**src/rtl/encoder_arbiter.sv**
```systemverilog
// ---------------------------------------------------------------------------
// encoder_arbiter
//
// Gives the transaction-layer FSM a single point of access to the shared USB
// packet encoder (ULPI TX path). It carries two kinds of traffic:
//   - handshake packets (ACK/NAK/NYET/STALL), and
//   - DATAx packets streamed from one of EP0..EP4.
// The endpoint select and the DATA0/DATA1 PID are latched when the request
// is accepted. The encoder then stays locked to that source until the packet
// completes. An endpoint that never starts streaming, or an encoder that never
// reports completion, causes a timeout abort.
//
// Ports
//   clock, reset           system clock, synchronous active-high reset
//   hsk_req_i/hsk_pid_i    handshake request (1 cycle) and its PID
//   hsk_done_o             pulse: handshake transmitted
//   snd_req_i/sel_i        DATAx request (1 cycle), one-hot EP select {ep4..ep0}
//   ep_parity_i            per-EP data toggle (1 = DATA1)
//   ep_tvalid_i/tlast_i/tdata_i/tready_o   per-EP streams, EPn byte at [8n+7:8n]
//   enc_hsk_o              handshake strobe to encoder (level)
//   enc_tvalid_o/tready_i/tlast_o/tdata_o  stream towards encoder
//   enc_tpid_o             PID of the current packet
//   enc_sent_i             encoder pulse: packet fully transmitted
//   busy_o                 arbiter is not idle
//   sent_o                 pulse: DATAx packet completed
//   timeout_o              pulse: transaction aborted by timeout
//   err_o                  pulse: request rejected
// ---------------------------------------------------------------------------
module encoder_arbiter #(
    parameter int TIMEOUT = 102,
    parameter int TBITS   = 7
) (
    input  logic        clock,
    input  logic        reset,
    input  logic        hsk_req_i,
    input  logic [3:0]  hsk_pid_i,
    output logic        hsk_done_o,
    input  logic        snd_req_i,
    input  logic [4:0]  sel_i,
    input  logic [4:0]  ep_parity_i,
    input  logic [4:0]  ep_tvalid_i,
    input  logic [4:0]  ep_tlast_i,
    input  logic [39:0] ep_tdata_i,
    output logic [4:0]  ep_tready_o,
    output logic        enc_hsk_o,
    output logic        enc_tvalid_o,
    input  logic        enc_tready_i,
    output logic        enc_tlast_o,
    output logic [7:0]  enc_tdata_o,
    output logic [3:0]  enc_tpid_o,
    input  logic        enc_sent_i,
    output logic        busy_o,
    output logic        sent_o,
    output logic        timeout_o,
    output logic        err_o
);

    typedef enum logic [3:0] {
        IDLE = 4'b0001,
        HSK  = 4'b0010,
        DATA = 4'b0100,
        DONE = 4'b1000
    } state_t;

    localparam logic [3:0] PID_DATA0 = 4'b0011;
    localparam logic [3:0] PID_DATA1 = 4'b1011;

    state_t           state, state_nxt;
    logic [4:0]       sel_q;
    logic [3:0]       pid_q;
    logic [TBITS-1:0] timer;
    logic             first_q;      // a beat has been seen in this DATA phase

    logic hsk_done_q, sent_q, timeout_q, err_q;
    logic hsk_done_nxt, sent_nxt, timeout_nxt, err_nxt;
    logic load_hsk, load_snd, timer_clr, timer_inc;
    logic sel_onehot, timer_hit, beat;

    assign sel_onehot = (sel_i != 5'd0) && ((sel_i & (sel_i - 5'd1)) == 5'd0);
    assign timer_hit  = (timer == TBITS'(TIMEOUT));

    // Encoder-side mux: only the state decides who owns the encoder.
    always_comb begin
        enc_hsk_o    = 1'b0;
        enc_tvalid_o = 1'b0;
        enc_tlast_o  = 1'b0;
        enc_tdata_o  = 8'd0;
        enc_tpid_o   = 4'h0;
        ep_tready_o  = 5'd0;
        unique case (state)
            HSK: begin
                enc_hsk_o  = 1'b1;
                enc_tpid_o = pid_q;
            end
            DATA: begin
                enc_tvalid_o = |(ep_tvalid_i & sel_q);
                enc_tlast_o  = |(ep_tlast_i & sel_q);
                for (int j = 0; j < 5; j++) begin
                    enc_tdata_o = enc_tdata_o | (ep_tdata_i[8*j +: 8] & {8{sel_q[j]}});
                end
                ep_tready_o  = sel_q & {5{enc_tready_i}};
                enc_tpid_o   = pid_q;
            end
            DONE: begin
                enc_tpid_o = pid_q;
            end
            default: ;
        endcase
    end

    assign beat = enc_tvalid_o & enc_tready_i;

    // Next-state and pulse generation
    always_comb begin
        state_nxt    = state;
        load_hsk     = 1'b0;
        load_snd     = 1'b0;
        timer_clr    = 1'b0;
        timer_inc    = 1'b0;
        hsk_done_nxt = 1'b0;
        sent_nxt     = 1'b0;
        timeout_nxt  = 1'b0;
        err_nxt      = 1'b0;
        unique case (state)
            IDLE: begin
                if (hsk_req_i) begin
                    // Handshake wins a collision; the dropped send is reported.
                    state_nxt = HSK;
                    load_hsk  = 1'b1;
                    err_nxt   = snd_req_i;
                end else if (snd_req_i) begin
                    if (sel_onehot) begin
                        state_nxt = DATA;
                        load_snd  = 1'b1;
                        timer_clr = 1'b1;
                    end else begin
                        err_nxt = 1'b1;
                    end
                end
            end
            HSK: begin
                err_nxt = hsk_req_i | snd_req_i;
                if (enc_sent_i) begin
                    state_nxt    = IDLE;
                    hsk_done_nxt = 1'b1;
                end
            end
            DATA: begin
                err_nxt = hsk_req_i | snd_req_i;
                if (beat && enc_tlast_o) begin
                    state_nxt = DONE;
                    timer_clr = 1'b1;
                end else if (!first_q && !beat) begin
                    if (timer_hit) begin
                        state_nxt   = IDLE;
                        timeout_nxt = 1'b1;
                    end else begin
                        timer_inc = 1'b1;
                    end
                end
            end
            DONE: begin
                err_nxt = hsk_req_i | snd_req_i;
                // Completion on the expiry cycle still counts as success.
                if (enc_sent_i) begin
                    state_nxt = IDLE;
                    sent_nxt  = 1'b1;
                end else if (timer_hit) begin
                    state_nxt   = IDLE;
                    timeout_nxt = 1'b1;
                end else begin
                    timer_inc = 1'b1;
                end
            end
            default: state_nxt = IDLE;
        endcase
    end

    always_ff @(posedge clock) begin
        if (reset) begin
            state      <= IDLE;
            sel_q      <= 5'd0;
            timer      <= '0;
            first_q    <= 1'b0;
            hsk_done_q <= 1'b0;
            sent_q     <= 1'b0;
            timeout_q  <= 1'b0;
            err_q      <= 1'b0;
        end else begin
            state      <= state_nxt;
            hsk_done_q <= hsk_done_nxt;
            sent_q     <= sent_nxt;
            timeout_q  <= timeout_nxt;
            err_q      <= err_nxt;
            if (load_snd) begin
                sel_q <= sel_i;
            end
            if (load_snd) begin
                first_q <= 1'b0;
            end else if (beat) begin
                first_q <= 1'b1;
            end
            // Timer saturates at TIMEOUT and never wraps.
            if (timer_clr) begin
                timer <= '0;
            end else if (timer_inc && !timer_hit) begin
                timer <= timer + TBITS'(1);
            end
        end
    end

    // PID latch is data only; outputs are gated by state, so no reset needed.
    always_ff @(posedge clock) begin
        if (load_hsk) begin
            pid_q <= hsk_pid_i;
        end else if (load_snd) begin
            pid_q <= (|(ep_parity_i & sel_i)) ? PID_DATA1 : PID_DATA0;
        end
    end

    assign busy_o     = (state != IDLE);
    assign hsk_done_o = hsk_done_q;
    assign sent_o     = sent_q;
    assign timeout_o  = timeout_q;
    assign err_o      = err_q;

endmodule

```
**config.mk**
```make
export PLATFORM = sky130hd
export DESIGN_NAME = encoder_arbiter
export DESIGN_NICKNAME = d
export VERILOG_FILES = /design/src/rtl/encoder_arbiter.sv
export SDC_FILE = /design/constraint.sdc
export NUM_CORES = 1
export LEC_CHECK = 0
export CAP_MARGIN = 20
export CORE_UTILIZATION = 39
export CTS_BUF_LIST = sky130_fd_sc_hd__clkbuf_4 sky130_fd_sc_hd__clkbuf_8 sky130_fd_sc_hd__clkbuf_16
export DETAILED_ROUTE_END_ITERATION = 7
export PLACE_DENSITY = 0.9
export SLEW_MARGIN = 20
export SYNTH_ARGS = -nofsm -noshare
export SYNTH_HDL_FRONTEND = slang
export SYNTH_SLANG_ARGS = --single-unit
```
**constraint.sdc**
```tcl
create_clock -name clock -period 5.8 [get_ports clock]
set_clock_uncertainty 0.05 [all_clocks]
set_input_delay 0.58 -clock clock [delete_from_list [all_inputs] [get_ports clock]]
set_output_delay 0.58 -clock clock [all_outputs]
set_load 0.1 [all_outputs]
```
==> impl_metrics.json <==
{
  "status": "finished clean",
  "cts_max_level": 1,
  "wire_per_inst_um": 14.76,
  "grt_pass1_vias": 1795,
  "reg2reg_depth": 4,
  "antenna_cells": 0,
  "via_count": 1840,
  "final_cell_mix": "clkdlybuf4s50_1 (94), a21oi_1 (23), dfxtp_1 (21), nor2_1 (13)",
  "core-area_um2": 3771,
  "globalplace.congestion": 0.8191,
  "synth_cell_types": 47,
  "critPathBufInv": 1,
  "finalWorstSetupSlack_ps": 2150,
  "grt_pass1_wl_mm": 7.810,
  "worstPathRequired_ps": 5170,
  "min_period_ps": 3650,
  "seq_area_frac_synth_pct": 34.02,
  "synth_area_um2": 1589,
  "clkLatencyLatePin_ps": 270,
  "die_area_um2": 4334,
  "p_per_area_nw_per_um2": 154.8,
  "cts_buffers": 3,
  "async_reset_ff_share_pct": 0,
  "clkSlewWorstSetupHoldPaths_ps": 90,
  "setup_viol": 0,
  "fin_nets": 345,
  "cp_slowest_cell": "clkdlybuf4s50_1",
  "cts_tree": "yes",
  "io_buffers": 94,
  "drv_cap": 0,
  "cts-resized-gates": 0,
  "synth_edf_count": 4,
  "die_x_um": 65.83,
  "via_per_inst": 5.750,
  "critPathMaxFanout": 10,
  "fill_cells": 305,
  "drt_first_iter_violations": 130,
  "hold_buffers": 0,
  "io_pins": 95,
  "arrival_ps": 3020,
  "grt_overflow": 0,
  "drv_slew": 0,
  "ir_drop_mv": 0.08265,
  "clk_path_buf_depth": 2,
  "grt_antenna_before_repair": 0,
  "finalWirelength_mm": 4.722,
  "grt_usage_pct": 23.29,
  "hold_viol": 0,
  "place_hpwl_mm": 3.632,
  "rsz0062_at_grt": "no",
  "yosysWarnings": 0,
  "crit_cells": 3,
  "layout_commonest_cell": "clkdlybuf4s50_1",
  "grt_max_degree": 16,
  "fmax_ghz": 0.2740,
  "crit_path_end_kind": "output port",
  "synth_ff_type": "dfxtp_1",
  "rows": 22,
  "syn_to_final_growth_pct": 62.36,
  "dr.pass1.iters": 4,
  "cp-start-kind": "flip-flop",
  "synthCells": 186,
  "drc_errors": 0,
  "start_util_pct": 42.14,
  "drive_gt1_share_pct": 4.412,
  "synth_nets": 258,
  "critPathKind": "flip-flop to output port",
  "tightest_slew_ps": 1004,
  "clock-sinks": 25,
  "min_path_type": "flip-flop to flip-flop",
  "multi_input_area_um2": 977.2,
  "crit_chain": "nor4b_1 -> and3_1 -> clkdlybuf4s50_1",
  "ys_ff_latch": 25,
  "post_cts_buffers": 0,
  "layout_worst_path_cycle_share_pct": 62.92,
  "cellLeakagePower_nw": 0.9110,
  "hold_depth": 2,
  "detailedPlace.worstSlack_ps": 2506,
  "clock-root-buffer": "clkbuf_8",
  "seqCellArea_um2": 540.5,
  "syn_avg_cell_area_um2": 8.543,
  "max_slew_margin_pct": 32.85,
  "cpPeakStageDelay_ps": 1140,
  "path_delay_family": "buffers and inverters",
  "tns_ps": 0,
  "antenna_left": 0,
  "die_h_um": 65.83
}
## cells in the mapped netlist (3+ instances only)
master    number  area [µm²]
inv_1          4       15.01
o21ai_0        4       20.02
or3_1          5       31.28
mux2i_1        5       50.05
nor2_1        13       48.80
or4_1          3       22.52
a22oi_1       11       82.58
o31ai_1        5       37.54
or2_2          3       18.77
dfxtp_1       21       420.4
nand3_1        4       20.02
nand2_1        7       26.28
and3_1         7       43.79
buf_2          3       15.01
clkbuf_1       8       30.03
a222oi_1      11       110.1
nand2b_1       6       37.54
edfxtp_1       4       120.1
a21oi_1       23       115.1
and2_1         5       31.28
## report_power, final
| part | internal [mW] | switching (mW) | total, mW |
|---|---|---|---|
| clock network | 0.0480 | 0.0534 | 0.101 |
| registers | 0.182 | 0.00609 | 0.188 |
| logic | 0.0590 | 0.0507 | 0.110 |
## tightest hold or removal path, cell delays in order, from the launching register on
cell	delay (ps)
dfxtp_1	340
o31ai_1	70
a21oi_1	50
## layout make-up
cell class	count	share of cell area, %
multi-input combinational	145	37.88
clock inverter	1	0.1940
timing repair buffer	94	36.47
sequential	25	20.95
tap	48	2.328
clock buffer	3	1.600
inverter	4	0.5820
## per-stage QoR
step           instances  cell area [µm²]  utilization (%)  hold slack [ps]  total power, mW
2_1_floorplan        186             1589                -            404.9           0.2415
3_3_place_gp         316             2534            67.19            421.1           0.2997
3_5_place_dp         316             2534            67.19            435.9           0.3014
4_1_cts              320             2580            68.41            450.6           0.3998
5_1_grt              320             2580            68.41            477.5           0.4164
6_report             320             2580            68.41            450.7           0.3994
## sequential cells by signal (all words and copies together) (netlist names)
signal and flops:
state 4, first_q 1, timeout_o 1, sent_o 1, sel_q 5, hsk_done_o 1, err_o 1, timer 7
pid_q 4
## path summary, 6_finish.rpt
| kind | from | to | slack (ps) |
|---|---|---|---|
| worst max-delay path | state[2]$_SDFFE_PP0P_ | ep_tready_o[3] | 2150 |
| worst min-delay path | timer[6]$_SDFFE_PP0P_ | timer[6]$_SDFFE_PP0P_ | 450 |
| worst max register to register | state[2]$_SDFFE_PP0P_ | timer[5]$_SDFFE_PP0P_ | 3360 |
| worst min register to register | timer[6]$_SDFFE_PP0P_ | timer[6]$_SDFFE_PP0P_ | 450 |
## routing by layer
| layer | vias up | share of wire, % | global-route usage (%) |
|---|---|---|---|
| met5 | - | 0 | 0 |
| met4 | 0 | 1.4 | 7.065 |
| met3 | 7 | 6.8 | 4.483 |
| met2 | 76 | 52 | 42.47 |
| met1 | 849 | 40 | 27.01 |
| li1 | 908 | - | - |
## kinds of logic after synthesis
| kind of cell | after synthesis | synth area share (%) |
|---|---|---|
| AOI/OAI and AO/OA | 69 | 30.47 |
| adders and majority gates | 2 | 1.575 |
| muxes | 5 | 3.150 |
| xor gates and xnor gates | 2 | 1.103 |
| buffers and inverters | 16 | 4.488 |
| and+or+nand+nor | 67 | 25.20 |
| DFF | 25 | 34.02 |
(Power assumes the default switching activity.)
